===== src/rtl/mem_ctrl.sv =====
// Shared byte-wide RAM controller: arbitrates CPU fetch and load/store, serialising each access into byte beats.
// Optional macro MEM_CTRL_RR_EN selects round-robin arbitration instead of fixed data-over-inst priority.
module mem_ctrl #(
  parameter int ADDR_W = 32,
  parameter int MEM_W  = 8,
  parameter int RD_LAT = 1
) (
  input  logic              clk_in,
  input  logic              rst_in,
  input  logic              inst_req_i,
  input  logic [ADDR_W-1:0] inst_addr_i,
  output logic              inst_rdy_o,
  output logic [31:0]       inst_data_o,
  input  logic              data_req_i,
  input  logic              data_we_i,
  input  logic [1:0]        data_size_i,
  input  logic [ADDR_W-1:0] data_addr_i,
  input  logic [31:0]       data_wdata_i,
  output logic              data_rdy_o,
  output logic [31:0]       data_rdata_o,
  output logic [ADDR_W-1:0] mem_a_o,
  output logic [MEM_W-1:0]  mem_dout_o,
  output logic              mem_wr_o,
  input  logic [MEM_W-1:0]  mem_din_i,
  output logic              busy_o
);

  typedef enum logic [2:0] {IDLE, INST_RD, DATA_RD, DATA_WR, DONE} state_t;

  state_t              state_q, state_d;
  logic [ADDR_W-1:0]   addr_q, addr_d;
  logic [31:0]         wdata_q, wdata_d;
  logic [2:0]          n_q, n_d;
  logic [2:0]          iss_q, iss_d;
  logic [2:0]          cap_q, cap_d;
  logic [RD_LAT-1:0]   pipe_q, pipe_d;
  logic [31:0]         buf_q, buf_d;
  logic                is_data_q, is_data_d;
  logic [31:0]         inst_data_q, inst_data_d;
  logic [31:0]         rdata_q, rdata_d;
  logic                data_first;
  logic                issue;
  logic [ADDR_W-1:0]   beat_addr;

`ifdef MEM_CTRL_RR_EN
  logic last_data_q, last_data_d;
  assign data_first = !last_data_q;
`else
  assign data_first = 1'b1;
`endif

  assign beat_addr    = addr_q + ADDR_W'(iss_q);
  assign busy_o       = (state_q != IDLE);
  assign inst_data_o  = inst_data_q;
  assign data_rdata_o = rdata_q;

  always_comb begin
    state_d     = state_q;
    addr_d      = addr_q;
    wdata_d     = wdata_q;
    n_d         = n_q;
    iss_d       = iss_q;
    cap_d       = cap_q;
    pipe_d      = pipe_q;
    buf_d       = buf_q;
    is_data_d   = is_data_q;
    inst_data_d = inst_data_q;
    rdata_d     = rdata_q;
`ifdef MEM_CTRL_RR_EN
    last_data_d = last_data_q;
`endif
    issue       = 1'b0;
    inst_rdy_o  = 1'b0;
    data_rdy_o  = 1'b0;
    mem_a_o     = '0;
    mem_dout_o  = '0;
    mem_wr_o    = 1'b0;

    case (state_q)
      IDLE: begin
        iss_d  = '0;
        cap_d  = '0;
        pipe_d = '0;
        buf_d  = '0;
        if (data_req_i && (!inst_req_i || data_first)) begin
          is_data_d = 1'b1;
          addr_d    = data_addr_i;
          wdata_d   = data_wdata_i;
          n_d       = (data_size_i == 2'd0) ? 3'd1 : (data_size_i == 2'd1) ? 3'd2 : 3'd4;
          state_d   = data_we_i ? DATA_WR : DATA_RD;
`ifdef MEM_CTRL_RR_EN
          last_data_d = 1'b1;
`endif
        end else if (inst_req_i) begin
          is_data_d = 1'b0;
          addr_d    = inst_addr_i;
          n_d       = 3'd4;
          state_d   = INST_RD;
`ifdef MEM_CTRL_RR_EN
          last_data_d = 1'b0;
`endif
        end
      end

      INST_RD, DATA_RD: begin
        // Address issue and byte capture run as independent pipelines RD_LAT apart.
        issue = (iss_q < n_q);
        if (issue) begin
          mem_a_o = beat_addr;
          iss_d   = iss_q + 3'd1;
        end
        pipe_d[0] = issue;
        for (int j = 1; j < RD_LAT; j++) pipe_d[j] = pipe_q[j-1];
        if (pipe_q[RD_LAT-1]) begin
          buf_d[{cap_q[1:0], 3'b000} +: 8] = mem_din_i;
          cap_d = cap_q + 3'd1;
          if (cap_q == n_q - 3'd1) begin
            state_d = DONE;
            if (is_data_q) rdata_d = buf_d;
            else           inst_data_d = buf_d;
          end
        end
      end

      DATA_WR: begin
        if (iss_q < n_q) begin
          mem_a_o    = beat_addr;
          mem_wr_o   = 1'b1;
          mem_dout_o = wdata_q[{iss_q[1:0], 3'b000} +: 8];
          iss_d      = iss_q + 3'd1;
          if (iss_q == n_q - 3'd1) state_d = DONE;
        end
      end

      DONE: begin
        inst_rdy_o = !is_data_q;
        data_rdy_o = is_data_q;
        state_d    = IDLE;
      end

      default: state_d = IDLE;
    endcase
  end

  always_ff @(posedge clk_in or negedge rst_in) begin
    if (!rst_in) begin
      state_q     <= IDLE;
      addr_q      <= '0;
      wdata_q     <= '0;
      n_q         <= '0;
      iss_q       <= '0;
      cap_q       <= '0;
      pipe_q      <= '0;
      buf_q       <= '0;
      is_data_q   <= 1'b0;
      inst_data_q <= '0;
      rdata_q     <= '0;
    end else begin
      state_q     <= state_d;
      addr_q      <= addr_d;
      wdata_q     <= wdata_d;
      n_q         <= n_d;
      iss_q       <= iss_d;
      cap_q       <= cap_d;
      pipe_q      <= pipe_d;
      buf_q       <= buf_d;
      is_data_q   <= is_data_d;
      inst_data_q <= inst_data_d;
      rdata_q     <= rdata_d;
    end
  end

`ifdef MEM_CTRL_RR_EN
  // Data counts as last granted out of reset so inst wins the first tie.
  always_ff @(posedge clk_in or negedge rst_in) begin
    if (!rst_in) last_data_q <= 1'b1;
    else         last_data_q <= last_data_d;
  end
`endif

endmodule


===== config.mk =====
export PLATFORM = sky130hd
export DESIGN_NAME = mem_ctrl
export DESIGN_NICKNAME = d
export VERILOG_FILES = /design/src/rtl/mem_ctrl.sv
export SDC_FILE = /design/constraint.sdc
export NUM_CORES = 1
export LEC_CHECK = 0
export ABC_CLOCK_PERIOD_IN_PS = 3200
export CORE_MARGIN = 2
export CORE_UTILIZATION = 45
export CTS_CLUSTER_DIAMETER = 50
export DETAILED_ROUTE_END_ITERATION = 8
export DONT_BUFFER_PORTS = 1
export PLACE_DENSITY = 0.63
export SYNTH_ARGS = -nofsm -noshare
export SYNTH_HDL_FRONTEND = slang
export SYNTH_SLANG_ARGS = --single-unit

===== constraint.sdc =====
create_clock -name clk_in -period 3.2 [get_ports clk_in]
set_input_delay 0.96 -clock clk_in [delete_from_list [all_inputs] [get_ports clk_in]]
set_output_delay 0.96 -clock clk_in [all_outputs]
set_load 0.005 [all_outputs]

==> results of run 1 <==
[through the flow]
step           total power [mW]  setup slack [ps]  instance area [um^2]
5_1_grt                    11.4              -359                 10500
3_5_place_dp               7.15              19.7                  9080
2_1_floorplan              6.20              33.5                  8850
4_1_cts                    9.97              -269                 10100
3_3_place_gp               7.07              43.6                  9080
6_report                   10.7              -280                 10500
[cells in the mapped netlist (10+ instances only)]
cell type	instances	area, um^2
nand2_1	148	556
a22o_1	32	280
ha_1	14	175
a21oi_1	50	250
clkbuf_1	27	101
nand3_1	13	65.1
buf_2	24	120
mux2i_1	38	380
mux2_2	64	721
and3_1	15	93.8
nor2_1	53	199
dfrtp_1	174	4350
inv_1	48	180
o21ai_0	43	215
xnor2_1	10	87.6
[what timing repair did]
action / CTS / global route
endpoints found under the hold margin: 0 / 0
gates resized for setup: 58 / 53
pin swaps: 27 / 22
gates cloned: 0 / 4
setup buffers: 16 / 7
setup endpoints to repair: 32 / 41
[routing by layer]
layer | wire length [um] | up-vias | GRT usage, %
met5 | 0 | - | 0
met4 | 504 | 0 | 7.46
met3 | 1470 | 34 | 5.13
met2 | 10100 | 237 | 31.4
met1 | 9930 | 3220 | 28.3
li1 | - | 3057 | -
[layout by cell type, fill, tap and decap left out, types with 19 or more instances in the layout]
cell       synthesis  layout
a21oi_1           50      38
a22o_1            32      32
buf_4              3      35
clkbuf_16          0      19
dfrtp_1          174     173
inv_1             48      44
mux2_2            64      64
mux2i_1           38      37
nand2_1          148     146
nor2_1            53      43
o21ai_0           43      41
[cell type report]
class	instances	area, um^2	share of cell area (%)
Multi-Input combinational cell	589	4460	42.6
Sequential cell	174	4360	41.5
Timing Repair Buffer	51	505	4.82
Clock buffer	17	425	4.06
Tap cell	265	332	3.16
Clock inverter	15	224	2.14
Inverter	48	183	1.74
[logic make-up after synthesis]
logic type               after synthesis  share of synthesized area (%)
AND/OR/NAND/NOR                      288                           15.2
flip-flops                           174                           49.2
AO/OA/AOI/OAI                        156                           11.4
multiplexers                         111                           14.6
buffers and inverters                108                           5.40
XOR/XNOR                              19                           2.04
adder cells (fa/ha/maj)               15                           2.21
[registers in the layout, indices dropped and copies added, names as in the netlist]
name and count:
data_rdata_o 32, addr_q 32, iss_q 3, wdata_q 32
pipe_q 1, inst_data_o 32, is_data_q 1, cap_q 3
state_q 3, buf_q 32, n_q 3
[power groups by stage]
stage | sequential, mW | clock, mW | combinational, mW
after global routing | 3.87 | 2.41 | 5.09
after floorplan | 3.50 | 0 | 2.70
after CTS | 3.75 | 2.31 | 3.91
final | 3.76 | 2.26 | 4.66
after detailed placement | 3.77 | 0 | 3.38
after global placement | 3.74 | 0 | 3.33
[final timing paths]
path / start / to / slack, ps / cells past startpoint
min in group clk_in: wdata_q[28] / wdata_q[28] / 470 / 2
max in group asynchronous: rst_in / iss_q[2] / 2500 / 0
worst min register to register: wdata_q[28] / wdata_q[28] / 470 / 2
worst max register to register: n_q[0] / inst_data_o[7] / 750 / 7
worst max-delay path: iss_q[0] / mem_a_o[24] / -280 / 8
worst min-delay path: rst_in / addr_q[16] / 220 / 0
[worst max-delay path: stages (launching register included)]
cell       delay, ps
dfrtp_1          410
ha_2             210
inv_2             40
fa_2             360
nor2b_4          170
buf_6            130
o2111ai_4        160
or4_1            500
nand2_1          110
==> results.md, run 1 <==
- Status: finished, violations left
- Failing checks: negative setup slack
- Total GRT Usage: between 20 and 25%
- Max VDD drop: 0.485 mV
- IO Count: 219
- Final worst setup slack: -280 ps
- Initial antenna violation count: 0
- DR WL/cell: 19.0 um
- CP Data Required Time: roughly 2200 ps
- Most used DFF post-synth: dfrtp_1
- RSZ-0062 raised after global routing: true
- Die X: about 140 um
- Cell leakage power: 4.28 nW
- Fin cells: 1159
- Layout cells sized above 1: 25.3%
- Synth unique cells: 55
- Post-CTS Hold Fix Bufs: 0
- Syn nets: about 1000
- Clk pwr share: a little over a fifth
- Internal power: 6.46 mW
- Vias post-DR: 6548
- Max-cap viol count: 0
- Sequential-to-total area share from yosys stat: between 40% and 50%
- Clock transition at path regs: ~70 ps
- Final setup vio count: 30
- Yosys warns: 0
- Worst hold margin: 224 ps
- Synthesis-to-layout area growth: 18.5%
- Flop pwr share: a little over a third
- Post-route clock period utilization: 109%
- Clock Skews: 13.9 ps
- CTS tree: built
- Endpoint type of the worst setup path: output pin
- Clock Sink Count: about 170
- Largest net degree at the start of global routing: 175
- Core box area: 0.0194 mm^2
- Filler instances: 1731
- Antenna diodes: 0
- Number of global-route vias before repair: 6200
- Remaining global-route overflow: 0
- Switching pwr: around 4.2 mW
- CTS buffer count: 17
- Max transition margin: 50.6%
- Final hold violations: 0
- Placer Congestion: 0.832
- Setup crit start kind: flop
- Number of H-tree levels: 4
- Pwr Density: 1020 mW/mm^2
- Clock root cell: clkbuf_16
- Comb power frac: 43.6%
- Initial core utilization: 45.6%
- Residual DRC: 0
- Vias per inst: ~5.6
- Post-route ant nets: 0
- DP HPWL: 14100 um
- Measured slew at the worst slew-check pin: 739 ps
- Critical path peak fanout: 8
- CTS Buffer Depth: 2
- Placed Cells: 1100
- Final Core Density: 54.1%
- Post-synth EDFFs: 0
- Setup CP Type: flop to output pin
- Fmax: about 290 MHz
- Nets@finish: 1007
- Worst EP arrival: about 2500 ps
- Setup TNS: -3950 ps
- Post-Synthesis Cells: 871
- Switching share of total power: 39.4%
- FFs w/ async S/R, synth: 100%
- FF+latch count, synth: 174
- WL final: 22000 um
- Hold WC Path Type: input port to async pin
- Final period demand of the worst path: approximately 3500 ps
- Global-route wire length before repair: 33000 um
- Mapped Area: 0.00885 mm^2
- Row cnt: 51
- DIE AREA: 0.0208 mm^2
- Clk_lat worst skew: 430 ps
- Drt pass-1 iters: 4
- Syn Area/Cell: 10.2 um^2
- Slew Limit Fails: 0
- Buffers on Ports: 0
- 1st-iter DRT viols: between 400 and 500
- Die Height: 144 um
No activity file was read; power rests on OpenSTA's default activity.
==> inputs of run 2 (changes only) <==
--- a/config.mk
+++ b/config.mk
@@ -12,6 +12,7 @@
 export DETAILED_ROUTE_END_ITERATION = 8
 export DONT_BUFFER_PORTS = 1
 export PLACE_DENSITY = 0.63
+export SKIP_LAST_GASP = 1
 export SYNTH_ARGS = -nofsm -noshare
 export SYNTH_HDL_FRONTEND = slang
 export SYNTH_SLANG_ARGS = --single-unit
==> results.md, run 2 (synthesis gave the netlist of run 1 again) <==
- Status: finished, violations left
- Failing checks: negative setup slack
- Filler instances: 1740
- Final worst setup slack: -279 ps
- Global-route wire length before repair: 33100 um
- Post-CTS Hold Fix Bufs: 0
- Max-cap viol count: 0
- CTS tree: built
- Cell leakage power: ~4.3 nW
- Area occupied by registers: 0.00436 mm^2
- Number of H-tree levels: 4
- Number of global-route vias before repair: 6200
- Final Core Density: 53.9%
- Placed Cells: 1100
- DIE AREA: 0.0208 mm^2
- Setup CP Type: flop to output pin
- Pwr Density: approximately 1000 mW/mm^2
- Clk_lat worst skew: 430 ps
- Clock transition at path regs: 70 ps
- Slew Limit Fails: 0
- Final hold violations: 0
- Core box area: 0.0194 mm^2
- Worst hold margin: 223 ps
- Setup crit start kind: flop
- Setup TNS: -4000 ps
- Layout cells sized above 1: 24.6%
- RSZ-0062 raised after global routing: true
- Final setup vio count: 30
- R2R depth: 7
- Initial core utilization: 45.6%
- Placer Congestion: 0.832
- DP HPWL: 14100 um
- Most frequent cells in the layout: dfrtp_1 (173), nand2_1 (147), mux2_2 (64)
- Antenna diodes: 0
- 1st-iter DRT viols: approximately 400
- Clock root cell: clkbuf_16
- CP Data Required Time: 2240 ps
- Reg-to-reg endpoint: inst_data_o[7]
- Final period demand of the worst path: 3480 ps
- Critical Path Start: iss_q[0]
- Max transition margin: between 50% and 60%
- Nets@finish: 1007
- Critical path peak fanout: 8
- Endpoint type of the worst setup path: output pin
- Switching share of total power: 39.4%
- WL final: 22000 um
- Internal power: between 6 and 7 mW
- CTS buffer count: 17
- Synthesis-to-layout area growth: 18.2%
- Die Height: roughly 140 um
- Initial antenna violation count: 0
- Hold WC Path Type: input port to async pin
- DR WL/cell: roughly 19 um
- Flop-to-flop setup slack: 740 ps
- Placed Area: 0.00908 mm^2
- Worst EP arrival: 2520 ps
- Die X: 144 um
- Area occupied by multi-input gates: ~0.0044 mm^2
- Commonest non-fill, non-tap cell in the layout: dfrtp_1
- Measured slew at the worst slew-check pin: 738 ps
- Largest net degree at the start of global routing: 175
- Fmax: 287 MHz
- Clock Skews: 12.6 ps
- Buffers on Ports: 0
- Vias post-DR: 6499
- Finished Cell Area: 0.0105 mm^2
- Residual DRC: 0
- Post-route clock period utilization: 109%
- Total GRT Usage: just over 20%
- Remaining global-route overflow: 0
- Comb power frac: a little over two fifths
- Total power: 10.6 mW
- Launch point of the worst reg-to-reg path: n_q[0]
- Pre-CTS setup slack: 19.7 ps
- CTS Buffer Depth: 2
- Fin cells: roughly 1200
- Vias per inst: 5.61
- IO Count: 219
- Clk pwr share: approximately a fifth
- Flop pwr share: 35.3%
- Switching pwr: 4.19 mW
- Max VDD drop: a little under 0.5 mV
- Post-route ant nets: 0
- Clock Sink Count: roughly 170
- Row cnt: 51
- Drt pass-1 iters: 4
-- run 2: layout make-up --
type / count / area share [%]
multi-input cells: 589 / 42.4
flip-flops and latches: 174 / 41.6
repair buffers: 51 / 4.83
clock buffers: 17 / 4.07
well taps: 265 / 3.17
clock inverters: 15 / 2.14
inverters: 48 / 1.75
-- run 2: power groups by stage --
stage | clock network (mW) | logic [mW] | registers (mW)
2_1_floorplan | 0 | 2.70 | 3.50
3_3_place_gp | 0 | 3.33 | 3.74
3_5_place_dp | 0 | 3.38 | 3.77
4_1_cts | 2.31 | 3.91 | 3.74
5_1_grt | 2.41 | 5.06 | 3.86
6_report | 2.25 | 4.63 | 3.75
-- run 2: how the worst max path moves through the flow --
stage                     slack [ps]          end
after floorplan                   30  mem_a_o[18]
after global placement            40  mem_a_o[24]
after detailed placement          20  mem_a_o[24]
after CTS                       -270  mem_a_o[24]
after global routing            -370  mem_a_o[24]
final                           -280  mem_a_o[24]
-- run 2: critical path: stages, from the launching register on --
cell,delay (ps)
dfrtp_1,410
ha_2,210
inv_2,40
fa_2,360
nor2b_4,170
buf_6,130
o2111ai_4,160
or4_1,500
nand2_1,110
-- run 2: timing repair --
item	in CTS	in global routing
gates resized for setup	56	49
endpoints found under the setup margin	32	41
cloned	0	4
endpoints found under the hold margin	0	0
buffers inserted	16	7
pin swaps	26	21
-- run 2: metal layers --
| layer | routed length, um | vias up | GRT usage (%) | part of all wire (%) |
|---|---|---|---|---|
| met3 | 1410 | 30 | 5.10 | 6.4 |
| met4 | 494 | 0 | 7.46 | 2.2 |
| met1 | 9950 | 3205 | 28.4 | 45 |
| li1 | - | 3054 | - | - |
| met5 | 0 | - | 0 | 0 |
| met2 | 10200 | 210 | 31.4 | 46 |
==> inputs of run 3 (changes only) <==
--- a/config.mk
+++ b/config.mk
@@ -11,7 +11,6 @@
 export CTS_CLUSTER_DIAMETER = 50
 export DETAILED_ROUTE_END_ITERATION = 8
 export DONT_BUFFER_PORTS = 1
-export PLACE_DENSITY = 0.63
 export SKIP_LAST_GASP = 1
 export SYNTH_ARGS = -nofsm -noshare
 export SYNTH_HDL_FRONTEND = slang
==> results.md, run 3 (synthesis gave the netlist of run 1 again) <==
- Status: finished, violations left
- Failing checks: negative setup slack
- Total GRT Usage: 20.2%
- Hold WC Path Type: input port to async pin
- Clock Skews: between 8 and 9 ps
- Buffers on Ports: 0
- Launch point of the worst reg-to-reg path: n_q[0]
- Row cnt: 51
- 1st-iter DRT viols: 368
- Synthesis-to-layout area growth: 14.4%
- Clock Sink Count: 174
- Final period demand of the worst path: ~3500 ps
- WP buf/inv: 0
- Worst Setup EP: mem_a_o[28]
- Initial core utilization: between 40 and 50%
- Initial antenna violation count: 0
- Reg-to-reg endpoint: inst_data_o[3]
- Finished Cell Area: 0.0101 mm^2
- Vias post-DR: ~6300
- CTS Buffer Depth: 2
- Worst EP arrival: between 2000 and 3000 ps
- Clock transition at path regs: roughly 70 ps
- Setup crit start kind: flop
- Antenna diodes: 0
- Residual DRC: 0
- CP Data Required Time: 2240 ps
- Flop-to-flop setup slack: 810 ps
- Remaining global-route overflow: 0
- CTS tree: built
- DIE AREA: approximately 0.021 mm^2
- Global-route wire length before repair: 32700 um
- Core box area: about 0.019 mm^2
- Measured slew at the worst slew-check pin: 649 ps
- Commonest non-fill, non-tap cell in the layout: dfrtp_1
- Number of H-tree levels: 4
- Fmax: 288 MHz
- DR WL/cell: around 18 um
- Max incr delay on CP: between 500 and 600 ps
- Max VDD drop: 0.450 mV
- Final hold violations: 0
- Critical path peak fanout: 4
- Layout cells sized above 1: 22.4%
- Post-route clock period utilization: 108%
- Worst-path cell chain: ha_1 -> and3b_1 -> or4_4 -> or4_1 -> nand2_2
- Critical path's top delay family: simple AND/OR/NAND/NOR gates
- Final worst setup slack: -271 ps
- WL final: 21100 um
- Endpoint type of the worst setup path: output pin
- Setup CP Type: flop to output pin
- Final setup vio count: 28
- Largest net degree at the start of global routing: around 180
- Pwr Density: just under 1000 mW/mm^2
- CTS buffer count: 17
- Die Height: 144 um
- IO Count: 219
- Pre-CTS setup slack: between 20 and 30 ps
- Nets@finish: about 1000
- Clock root cell: clkbuf_16
- DP HPWL: 14200 um
- WP depth: 5
- Max transition margin: between 50 and 60%
- Number of global-route vias before repair: slightly above 6000
- RSZ-0062 raised after global routing: true
- Slew Limit Fails: 0
- Clk_lat worst skew: 430 ps
- Critical Path Start: iss_q[2]
- Post-route ant nets: 0
- Max-cap viol count: 0
- Placer Congestion: 0.870
- Most frequent cells in the layout: dfrtp_1 (174), nand2_1 (147), mux2_2 (64)
- Die X: 144 um
- Post-CTS Hold Fix Bufs: 0
- Cell leakage power: ~4.2 nW
- Drt pass-1 iters: 4
- Placed Area: just over 0.009 mm^2
- Worst hold margin: 228 ps
- R2R depth: 7
- Vias per inst: about 5.5
- CP max stage cell: or4_4
## run 3: final cells by class
cell class                 instances  area, um^2
clock buffer                      20         457
clock inverter                    12         148
fill                            1812        9270
inverter                          48         180
multi-input combinational        589        4300
sequential                       174        4350
tap                              265         332
timing repair buffer              42         359
## run 3: where the power goes
| group | switching [mW] | total [mW] | internal (mW) |
|---|---|---|---|
| clock | 0.923 | 2.14 | 1.22 |
| sequential | 0.741 | 3.74 | 3.00 |
| combinational | 2.14 | 3.91 | 1.77 |
## run 3: what timing repair did
item,4_1_cts,5_1_grt
gates resized for setup,35,30
setup buffers,13,4
gates cloned,0,0
pin swaps,31,9
setup endpoints to repair,31,32
## run 3: per-layer routing
metal | vias up | share of wire [%] | track usage [%]
met3 | 19 | 7.0 | 6.06
met5 | - | 0 | 0
met1 | 3102 | 46 | 28.1
met4 | 0 | 1.2 | 4.75
met2 | 187 | 45 | 31.1
li1 | 3031 | - | -
## run 3: worst min-delay path by stage
stage | start | endpoint | cells past startpoint
after floorplan | wdata_q[16] | wdata_q[16] | 2
after global placement | wdata_q[17] | wdata_q[17] | 2
after detailed placement | wdata_q[17] | wdata_q[17] | 2
after CTS | rst_in | addr_q[18] | 0
after global routing | rst_in | addr_q[18] | 0
final | rst_in | addr_q[18] | 0
## run 3: stage by stage
stage	setup TNS [ps]	instances	util, %	power, mW
final	-2340	1150	52.2	9.78
after global routing	-5170	1150	52.2	10.5
after CTS	-2920	1147	51.4	9.67
after detailed placement	0	1102	46.9	7.19
after global placement	0	1102	46.9	7.11
after floorplan	0	871	-	6.20
## run 3: worst reg2reg max path: stages, from the launching register on
cell and delay [ps]:
dfrtp_1 410, inv_1 100, ha_1 200, xnor3_1 390, and4_1 280, nand3_2 100
buf_4 420, mux2_2 390
==> edit: new RTL, config.mk and constraints of run 2 <==
Build with the macro `MEM_CTRL_RR_EN` defined.
--- a/src/rtl/mem_ctrl.sv
+++ b/src/rtl/mem_ctrl.sv
@@ -1,5 +1,7 @@
 // Shared byte-wide RAM controller: arbitrates CPU fetch and load/store, serialising each access into byte beats.
 // Optional macro MEM_CTRL_RR_EN selects round-robin arbitration instead of fixed data-over-inst priority.
+`define MEM_CTRL_RR_EN
+
 module mem_ctrl #(
   parameter int ADDR_W = 32,
   parameter int MEM_W  = 8,
Behaviour: not the same (Yosys sat finds a counterexample within 4 cycles, from zero or initial values and one cycle with rst_in low).
==> edit against run 2 <==
  * The flow still finishes with violations (setup timing)
  * Combinational power down 8.4%
  * Worst setup slack better by 34 ps
  * Area after synthesis fell by 0.95%
  * Critical path depth is 1 higher
  * Global-route usage rose by 1.4 points
  * Sequential cell count is 1 higher
  * Worst hold slack worse by 2.2 ps
  * Maximum frequency rose by 1.0%
  * Register-to-register slack got worse by 60 ps
  * Power down 7.7%
  * Routed wire length up 6.1%
  * Design area grew 1.5%
  * First-iteration DRC count increased by 12%
  * Sequential power shrank 5%
  * Critical path type unchanged
==> edit: results <==
set metrics [dict create \
    routed_via_density 5.91 \
    synthMuxAreaShare_pct 18.3 \
    first_global_vias 6635 \
    wl_per_cell_um 20.9 \
    netlist_top_cells_count "dfrtp_1 (174), mux2_2 (95), nand2_1 (88), o21ai_0 (74), inv_1 (50)" \
    track_usage_pct 21.9 \
    dr.pass1.iters 5 \
    ys_types 53 \
    status "finished, violations left" \
    core_um2 19300 \
    use_met1_pct 27.1 \
    setup_violations 31 \
    p_leak_nw 4.38 \
    postSynthCellCount 807 \
    hold-worst-slack_ps 221 \
    cp_max_fo 6 \
    hpwl_mm 14.3 \
    ff2ff_setup_slack_ps 680 \
    violations "setup timing" \
    met1_length_mm 9.40 \
    setup_ws_ps -245 \
    fin_worst_skew_ps 11.7 \
    setup_tns_ps -4330 \
    worst_ep_arrival_time_ps 2480 \
    wl_met3_mm 1.86 \
    grtUsageMet3_pct 6.36 \
    seq_area_frac_synth_pct 50.0 \
    slew_headroom_pct 56.2 \
]
edit: cell count changes after synthesis, sizes merged, moves of 21 or more:
cell,change
mux2,+31
a21oi,-22
o21ai,+32
nor2,-37
nand2,-60
buf,-21
edit: layout make-up:
class,count,area (um^2)
clock buffers,19,443
clock inverters,12,124
fillers,1598,8650
inverters,50,193
multi-input cells,524,4500
flip-flops and latches,175,4390
well taps,265,332
repair buffers,70,636
edit: cell families (layout without fill, tap and decap cells):
kind of cell,count (synthesis),in the layout
and+or+nand+nor,189,190
DFF,175,175
AOI/OAI and AO/OA,167,167
muxes,138,138
buffers and inverters,109,151
adders and majority gates,15,15
xor gates and xnor gates,14,14
edit: worst max-delay path: stages, from the launching register on:
cell,delay (ps)
dfrtp_1,390
ha_4,160
inv_2,40
fa_2,360
nor2b_4,140
buf_4,130
o2111ai_4,180
buf_6,180
or3_1,320
a21oi_2,150
edit: power by group:
group	internal, mW	total (mW)	switching [mW]
Combinational	2.01	4.24	2.23
Clock	1.11	2.02	0.908
Sequential	2.92	3.56	0.643
edit: worst max-delay path by stage:
| stage | from | end | slack, ps | cells after the start |
|---|---|---|---|---|
| finish | addr_q[0]$_DFFE_PN0P_ | mem_a_o[12] | -240 | 9 |
| global route | addr_q[0]$_DFFE_PN0P_ | mem_a_o[12] | -350 | 10 |
| CTS | iss_q[0]$_DFFE_PN0P_ | mem_a_o[18] | -230 | 9 |
| detailed placement | addr_q[0]$_DFFE_PN0P_ | mem_a_o[18] | -40 | 7 |
| global placement | iss_q[1]$_DFFE_PN0P_ | mem_a_o[2] | 60 | 6 |
| floorplan | iss_q[1]$_DFFE_PN0P_ | mem_a_o[26] | 40 | 8 |
edit: repair_timing:
item	in CTS	in global routing
gates cloned	3	1
setup buffers	35	11
resized for setup	92	51
pin swaps	21	19
setup endpoints to repair	31	33
